--- src/rtl/ps2_rx_pkg.sv ---
// PS/2 receive constants, default timing and frame FSM state encoding.
package ps2_rx_pkg;

    // 11-bit frame: start, 8 data bits LSB first, odd parity, stop
    localparam int unsigned PS2_FRAME_LEN = 11;
    localparam int unsigned PS2_DATA_BITS = PS2_FRAME_LEN - 3;

    // Scan-code prefixes seen by the keyboard consumer
    localparam logic [7:0] PS2_PREFIX_EXT   = 8'hE0;
    localparam logic [7:0] PS2_PREFIX_BREAK = 8'hF0;

    // Default timing: 100 MHz system clock, 200 us inter-edge timeout
    localparam int unsigned DEFAULT_CLK_HZ         = 100_000_000;
    localparam int unsigned DEFAULT_FILTER_LEN     = 8;
    localparam int unsigned DEFAULT_TIMEOUT_CYCLES = 20_000;

    typedef enum logic [1:0] {
        ST_IDLE   = 2'd0,
        ST_DATA   = 2'd1,
        ST_PARITY = 2'd2,
        ST_STOP   = 2'd3
    } rx_state_t;

    // Odd parity holds when data bits plus parity bit contain an odd number of ones
    function automatic logic odd_parity_ok(input logic [7:0] data, input logic parity);
        return (^data) ^ parity;
    endfunction

endpackage

--- src/rtl/ps2_input_filter.sv ---
// Synchronizes ps2_clk/ps2_data, glitch-filters the clock and emits one
// sample strobe per filtered falling edge together with the data bit.
//   clk100, resetn      : system clock, synchronous active-low reset
//   ps2_clk, ps2_data   : asynchronous PS/2 lines (idle high)
//   sample_strobe       : one-cycle pulse when the filtered clock falls
//   sample_bit          : synchronized ps2_data captured with the strobe
module ps2_input_filter
    import ps2_rx_pkg::*;
#(
    parameter int unsigned FILTER_LEN = DEFAULT_FILTER_LEN
) (
    input  logic clk100,
    input  logic resetn,
    input  logic ps2_clk,
    input  logic ps2_data,
    output logic sample_strobe,
    output logic sample_bit
);

    localparam int unsigned CW = $clog2(FILTER_LEN + 1);

    logic [1:0]    clk_sync;
    logic [1:0]    data_sync;
    logic          clk_filt;
    logic [CW-1:0] filt_cnt;

    // Sync flops and filtered clock come up high so reset release shows no edge
    always_ff @(posedge clk100) begin
        if (!resetn) begin
            clk_sync      <= 2'b11;
            data_sync     <= 2'b11;
            clk_filt      <= 1'b1;
            filt_cnt      <= '0;
            sample_strobe <= 1'b0;
            sample_bit    <= 1'b1;
        end else begin
            clk_sync      <= {clk_sync[0], ps2_clk};
            data_sync     <= {data_sync[0], ps2_data};
            sample_strobe <= 1'b0;
            if (clk_sync[1] == clk_filt) begin
                filt_cnt <= '0;
            end else if (filt_cnt == CW'(FILTER_LEN - 1)) begin
                // FILTER_LEN-th consecutive sample at the new level
                clk_filt <= clk_sync[1];
                filt_cnt <= '0;
                if (!clk_sync[1]) begin
                    sample_strobe <= 1'b1;
                    sample_bit    <= data_sync[1];
                end
            end else begin
                filt_cnt <= filt_cnt + CW'(1);
            end
        end
    end

endmodule

--- src/rtl/ps2_rx.sv ---
// PS/2 keyboard receiver: frames filtered sample events into bytes,
// checks odd parity and stop bit, and aborts stalled frames on timeout.
//   clk100, resetn      : system clock, synchronous active-low reset
//   ps2_clk, ps2_data   : asynchronous PS/2 lines, inputs only
//   rx_data             : last good byte, held until the next good frame
//   rx_complete         : one-cycle pulse, rx_data new in that cycle
//   rx_error            : one-cycle pulse on parity/stop error or timeout
module ps2_rx
    import ps2_rx_pkg::*;
#(
    parameter int unsigned CLK_HZ         = DEFAULT_CLK_HZ,
    parameter int unsigned FILTER_LEN     = DEFAULT_FILTER_LEN,
    parameter int unsigned TIMEOUT_CYCLES = DEFAULT_TIMEOUT_CYCLES
) (
    input  logic       clk100,
    input  logic       resetn,
    input  logic       ps2_clk,
    input  logic       ps2_data,
    output logic [7:0] rx_data,
    output logic       rx_complete,
    output logic       rx_error
);

    localparam int unsigned TW = $clog2(TIMEOUT_CYCLES + 1);

    // Timeout must outlast one bit period of the slowest (10 kHz) PS/2 clock
    if (TIMEOUT_CYCLES <= CLK_HZ / 10_000) begin : g_bad_timeout
        $error("ps2_rx: TIMEOUT_CYCLES shorter than a 10 kHz PS/2 bit period");
    end

    logic sample_strobe;
    logic sample_bit;

    ps2_input_filter #(
        .FILTER_LEN (FILTER_LEN)
    ) u_filter (
        .clk100        (clk100),
        .resetn        (resetn),
        .ps2_clk       (ps2_clk),
        .ps2_data      (ps2_data),
        .sample_strobe (sample_strobe),
        .sample_bit    (sample_bit)
    );

    rx_state_t     state,      state_nxt;
    logic [2:0]    bit_cnt,    bit_cnt_nxt;
    logic [7:0]    shift_reg,  shift_nxt;
    logic          parity_bit, parity_nxt;
    logic [TW-1:0] tcnt,       tcnt_nxt;
    logic [7:0]    data_nxt;
    logic          complete_nxt;
    logic          error_nxt;

    // State and output registers
    always_ff @(posedge clk100) begin
        if (!resetn) begin
            state       <= ST_IDLE;
            bit_cnt     <= '0;
            shift_reg   <= '0;
            parity_bit  <= 1'b0;
            tcnt        <= '0;
            rx_data     <= 8'h00;
            rx_complete <= 1'b0;
            rx_error    <= 1'b0;
        end else begin
            state       <= state_nxt;
            bit_cnt     <= bit_cnt_nxt;
            shift_reg   <= shift_nxt;
            parity_bit  <= parity_nxt;
            tcnt        <= tcnt_nxt;
            rx_data     <= data_nxt;
            rx_complete <= complete_nxt;
            rx_error    <= error_nxt;
        end
    end

    // Frame sequencing, parity/stop check and timeout
    always_comb begin
        state_nxt    = state;
        bit_cnt_nxt  = bit_cnt;
        shift_nxt    = shift_reg;
        parity_nxt   = parity_bit;
        data_nxt     = rx_data;
        complete_nxt = 1'b0;
        error_nxt    = 1'b0;

        // Saturating inter-edge counter, idle only while a frame is open
        if (state == ST_IDLE || sample_strobe) begin
            tcnt_nxt = '0;
        end else if (tcnt != TW'(TIMEOUT_CYCLES)) begin
            tcnt_nxt = tcnt + TW'(1);
        end else begin
            tcnt_nxt = tcnt;
        end

        case (state)
            ST_IDLE: begin
                if (sample_strobe && !sample_bit) begin
                    state_nxt   = ST_DATA;
                    bit_cnt_nxt = '0;
                end
            end
            ST_DATA: begin
                if (sample_strobe) begin
                    shift_nxt   = {sample_bit, shift_reg[7:1]};
                    bit_cnt_nxt = bit_cnt + 3'(1);
                    if (bit_cnt == 3'(PS2_DATA_BITS - 1)) begin
                        state_nxt = ST_PARITY;
                    end
                end
            end
            ST_PARITY: begin
                if (sample_strobe) begin
                    parity_nxt = sample_bit;
                    state_nxt  = ST_STOP;
                end
            end
            ST_STOP: begin
                if (sample_strobe) begin
                    if (sample_bit && odd_parity_ok(shift_reg, parity_bit)) begin
                        data_nxt     = shift_reg;
                        complete_nxt = 1'b1;
                    end else begin
                        error_nxt = 1'b1;
                    end
                    state_nxt = ST_IDLE;
                end
            end
            default: state_nxt = ST_IDLE;
        endcase

        // Stalled frame: abandon it; counter clears in IDLE so this fires once
        if (state != ST_IDLE && !sample_strobe && tcnt == TW'(TIMEOUT_CYCLES)) begin
            state_nxt = ST_IDLE;
            error_nxt = 1'b1;
        end
    end

endmodule

--- config.mk ---
export PLATFORM = sky130hd
export DESIGN_NAME = ps2_rx
export DESIGN_NICKNAME = d
export VERILOG_FILES = /design/src/rtl/ps2_rx_pkg.sv /design/src/rtl/ps2_input_filter.sv /design/src/rtl/ps2_rx.sv
export SDC_FILE = /design/constraint.sdc
export NUM_CORES = 1
export LEC_CHECK = 0
export ABC_AREA = 1
export CAP_MARGIN = 20
export CORE_UTILIZATION = 50
export CTS_CLUSTER_SIZE = 16
export DETAILED_ROUTE_END_ITERATION = 12
export GPL_TIMING_DRIVEN = 1
export PLACE_DENSITY_LB_ADDON = 0.12
export SYNTH_ARGS = -nofsm -noshare
export SYNTH_HDL_FRONTEND = slang
export SYNTH_SLANG_ARGS = --single-unit
--- constraint.sdc ---
create_clock -name clk100 -period 4.9 [get_ports clk100]
set_clock_uncertainty 0.15 [all_clocks]
set_input_delay 0.735 -clock clk100 [delete_from_list [all_inputs] [get_ports clk100]]
set_output_delay 0.735 -clock clk100 [all_outputs]
set_load 0.05 [all_outputs]
==> impl_summary.md <==
Outcome
The flow ran to the end, and the final reports show no timing, DRC or antenna violations.

Worst setup path
Traced cell by cell, the critical path runs through clkdlybuf4s50_1, nand2_1, inv_1, o21ai_0, a21oi_1. The cell family contributing the most delay on the critical path is buffers and inverters. STA classifies the critical path endpoint as a flip-flop.

The critical path is of the input port to flip-flop type. At the worst endpoint, the arrival time is 2450 ps. Data on the critical path is required at its endpoint by 4990 ps. The cell with the biggest individual delay on the critical path is sky130_fd_sc_hd__clkdlybuf4s50_1. The number of buffers and inverters on the critical path is 2.

STA classifies the critical path startpoint as an input port. The highest net fanout along the worst path is 20. In this design, the stage delay of the slowest critical-path cell is 860 ps.

Power
IR analysis of the VDD net gives a maximum drop of 175 uV. The power density over the cells is 294 nW/um^2. The leakage dissipation is 1.01 nW.

Floorplanning
For this configuration, the core starts out at a cell density of 52.5%. The die area is 4880 um^2. The core outline area is 4380 um^2. Measured along the y axis, the die boundary spans 69.9 um. The die is 69.9 um wide. The number of top-level pins is 14. The initialized floorplan defines 24 standard-cell rows.

Yosys
The count of synthesis-stage warnings from yosys is 0. The multiplexer share of the synthesized area is 0%. Summing the areas of all compound-gate instances in the mapped netlist gives 11.8% of the synthesized area. Summing the areas of all xor and xnor instances in the mapped netlist gives 1.52% of the synthesized area. sky130_fd_sc_hd__dfxtp_1 takes more of the synthesized area than any other cell. The area fraction in and, or, nand and nor cells after synthesis is 27.2%. The top cell type by area accounts for 43.5% of the synthesized area. The synthesized-area fraction occupied by adder cells is 5.98%. After synthesis, flip-flops and latches occupy 43.5% of the total area. The total of flip-flops plus latches after synthesis is 50. The most common flop cell mapped by yosys is sky130_fd_sc_hd__dfxtp_1. Summing every instance area after synthesis gives 2300 um^2. In the synthesized netlist, the number of instances is 314. After synthesis, the largest family of logic cells by area is simple AND/OR/NAND/NOR gates. The number of nets in the synthesized netlist is 329. The distinct cell type count after synthesis is 27.

By area the synthesized netlist is led by sky130_fd_sc_hd__dfxtp_1 43%, sky130_fd_sc_hd__nand2_1 11%, sky130_fd_sc_hd__inv_1 8.8%. The share of synthesized registers carrying an async set or reset is 0%. Each instance of the synthesized netlist takes up on average 7.34 um^2. The number of flops mapped to enable cells by yosys is 0.

Cells and area
The share of final-layout standard cells stronger than drive strength 1 is 5.78%. The final instance area is 2620 um^2. The layout net count is 343. The filler cell count is 398. In the final layout, the multi-input gates occupy 1070 um^2.

Summing all flip-flop and latch instances after layout gives 1000 um^2. 0 antenna diodes ended up in the layout. The commonest non-fill, non-tap cell in the layout is sky130_fd_sc_hd__nand2_1. The register with the most flip-flops in the layout has 15 of them.

After the flow finishes, the layout carries non-filler instances totaling 381. The synthesis-to-layout area growth is 13.7%. In the layout the commonest cells are 65 x sky130_fd_sc_hd__nand2_1, 54 x sky130_fd_sc_hd__inv_1, 50 x sky130_fd_sc_hd__dfxtp_1, 30 x sky130_fd_sc_hd__nor2_1, 24 x sky130_fd_sc_hd__a21oi_1.

Clock network
The number of gates resized after CTS was 0. The number of setup buffers added after CTS is 0. CTS built an H-tree with a depth of 2. The tree is rooted in a sky130_fd_sc_hd__clkbuf_8. The later-pin clock latency in the skew report is 300 ps. For this design, the CTS-stage hold fixing added 0 buffers. The CTS buffer count is 5. The clock passes through at most 2 buffers. Counting every sink on the clock net gives 50.

The clock edge transition at the registers on the reported setup and hold paths is 90 ps. TritonCTS built the clock tree.

Flow run
Max-cap violations in this run came to 0.

Place
At the end of routability-driven placement, the weighted congestion stood at 0.788. The post-detailed-placement half-perimeter wirelength is 2930 um. The count of buffers added on input and output ports is 13.

The number of cells in the design after placement is 373. Summing all placed instances gives a cell area of 2480 um^2.

Global routing
The via count of the first global-routing pass was 1716. The overall routing resource usage is 18.6%. The first global-routing pass estimated 7340 um of wire.

The initial antenna violation count was 0. For this run the aggregate overflow at the end of global routing stands at 0. The largest net degree at the start of global routing is 21.

STA
Setup repair after global routing left no endpoint under its margin. The count of final hold-check violations was 0. The max-slew headroom at the worst pin is 58.9%. Setup violations remaining at the end of the flow were counted as 0.

The final period utilization is 48.3%. Based on the critical path, the design can be clocked at up to 422 MHz. The setup total negative slack is 0 ps. For the finished layout, the period the worst path requires is 2370 ps. At the pin with the least slew margin, the transition time is 615 ps. The count of pins over their slew limit is 0.

Route
Before antenna repair, the detailed router went through 4 iterations. The number of DRC violations after detailed-routing iteration 0 is 101. Across all layers, the routed design uses 1867 vias.

The per-cell via count in the routed design is 4.90. After detailed routing, the number of remaining DRC violations is 0. The final antenna-violating net count is 0. The total wirelength of the detailed-routed design is 4020 um.

The average wire per cell in the routed design is 10.5 um.

Hold path
The tightest min-delay check is of the flip-flop to flip-flop type.
## logic make-up (layout without fill, tap and decap cells)
kind of cell,after synthesis,in the layout
fa+ha+maj,11,11
xor+xnor,4,4
simple gates,137,137
flops,50,50
buf+inv,62,77
compound gates,50,50
## path summary, 6_finish.rpt
| path | startpoint | cells after the start | slack [ps] | endpoint |
|---|---|---|---|---|
| setup reg to reg | state[1] | 8 | 2980 | bit_cnt[2] |
| hold / removal | u_filter.clk_sync[0] | 1 | 270 | u_filter.clk_sync[1] |
| hold reg to reg | u_filter.clk_sync[0] | 1 | 270 | u_filter.clk_sync[1] |
| setup / recovery | resetn | 5 | 2530 | tcnt[2] |
## report_power, final
group          total (mW)  leakage (nW)  internal, mW  switching [mW]
Sequential          0.408         0.404         0.408        0.000581
Clock               0.350        0.0714         0.218           0.132
Combinational      0.0124         0.534       0.00508         0.00731
## cells in the mapped netlist (2+ instances only)
cell / n
sky130_fd_sc_hd__a21oi_1: 24
sky130_fd_sc_hd__nor3_1: 5
sky130_fd_sc_hd__nand4_1: 14
sky130_fd_sc_hd__nand3_2: 2
sky130_fd_sc_hd__ha_1: 11
sky130_fd_sc_hd__or2_2: 4
sky130_fd_sc_hd__nor2_2: 2
sky130_fd_sc_hd__nor2_1: 30
sky130_fd_sc_hd__nand2_1: 65
sky130_fd_sc_hd__a211oi_1: 6
sky130_fd_sc_hd__clkbuf_1: 6
sky130_fd_sc_hd__o21ai_0: 17
sky130_fd_sc_hd__dfxtp_1: 50
sky130_fd_sc_hd__xor2_1: 3
sky130_fd_sc_hd__inv_1: 54
sky130_fd_sc_hd__nand3_1: 10
## layer usage
metal / global-route usage [%] / vias up / part of all wire [%]
li1: - / 1029 / -
met1: 23.8 / 811 / 51
met2: 30.8 / 21 / 44
met3: 4.47 / 6 / 2.9
met4: 6.00 / 0 / 1.6
met5: 0 / - / 0
## layout make-up
| cell class | instances | share of cell area (%) |
|---|---|---|
| Multi-Input combinational cell | 202 | 40.9 |
| Sequential cell | 50 | 38.2 |
| Inverter | 56 | 8.03 |
| Timing Repair Buffer | 13 | 4.97 |
| Clock buffer | 6 | 3.15 |
| Tap cell | 52 | 2.48 |
| Clock inverter | 2 | 2.29 |
## worst reg2reg max path, stage by stage, from the launching register on
cell	delay, ps
sky130_fd_sc_hd__dfxtp_1	370
sky130_fd_sc_hd__inv_1	100
sky130_fd_sc_hd__ha_1	270
sky130_fd_sc_hd__nand2_1	380
sky130_fd_sc_hd__o21ai_0	160
sky130_fd_sc_hd__nand2_1	170
sky130_fd_sc_hd__inv_1	80
sky130_fd_sc_hd__nand3_1	70
sky130_fd_sc_hd__a21oi_1	60
## stage by stage
| step | setup WS [ps] | power [mW] | hold WS (ps) | utilization [%] |
|---|---|---|---|---|
| finish | 2530 | 0.771 | 270 | 59.7 |
| detailed placement | 2210 | 0.430 | 252 | 56.5 |
| CTS | 2520 | 0.782 | 275 | 59.7 |
| global placement | 2270 | 0.430 | 246 | 56.5 |
| floorplan | 3220 | 0.426 | 243 | - |
| global route | 2310 | 0.801 | 280 | 59.7 |
Note: power is estimated with default switching activity, not from simulation.
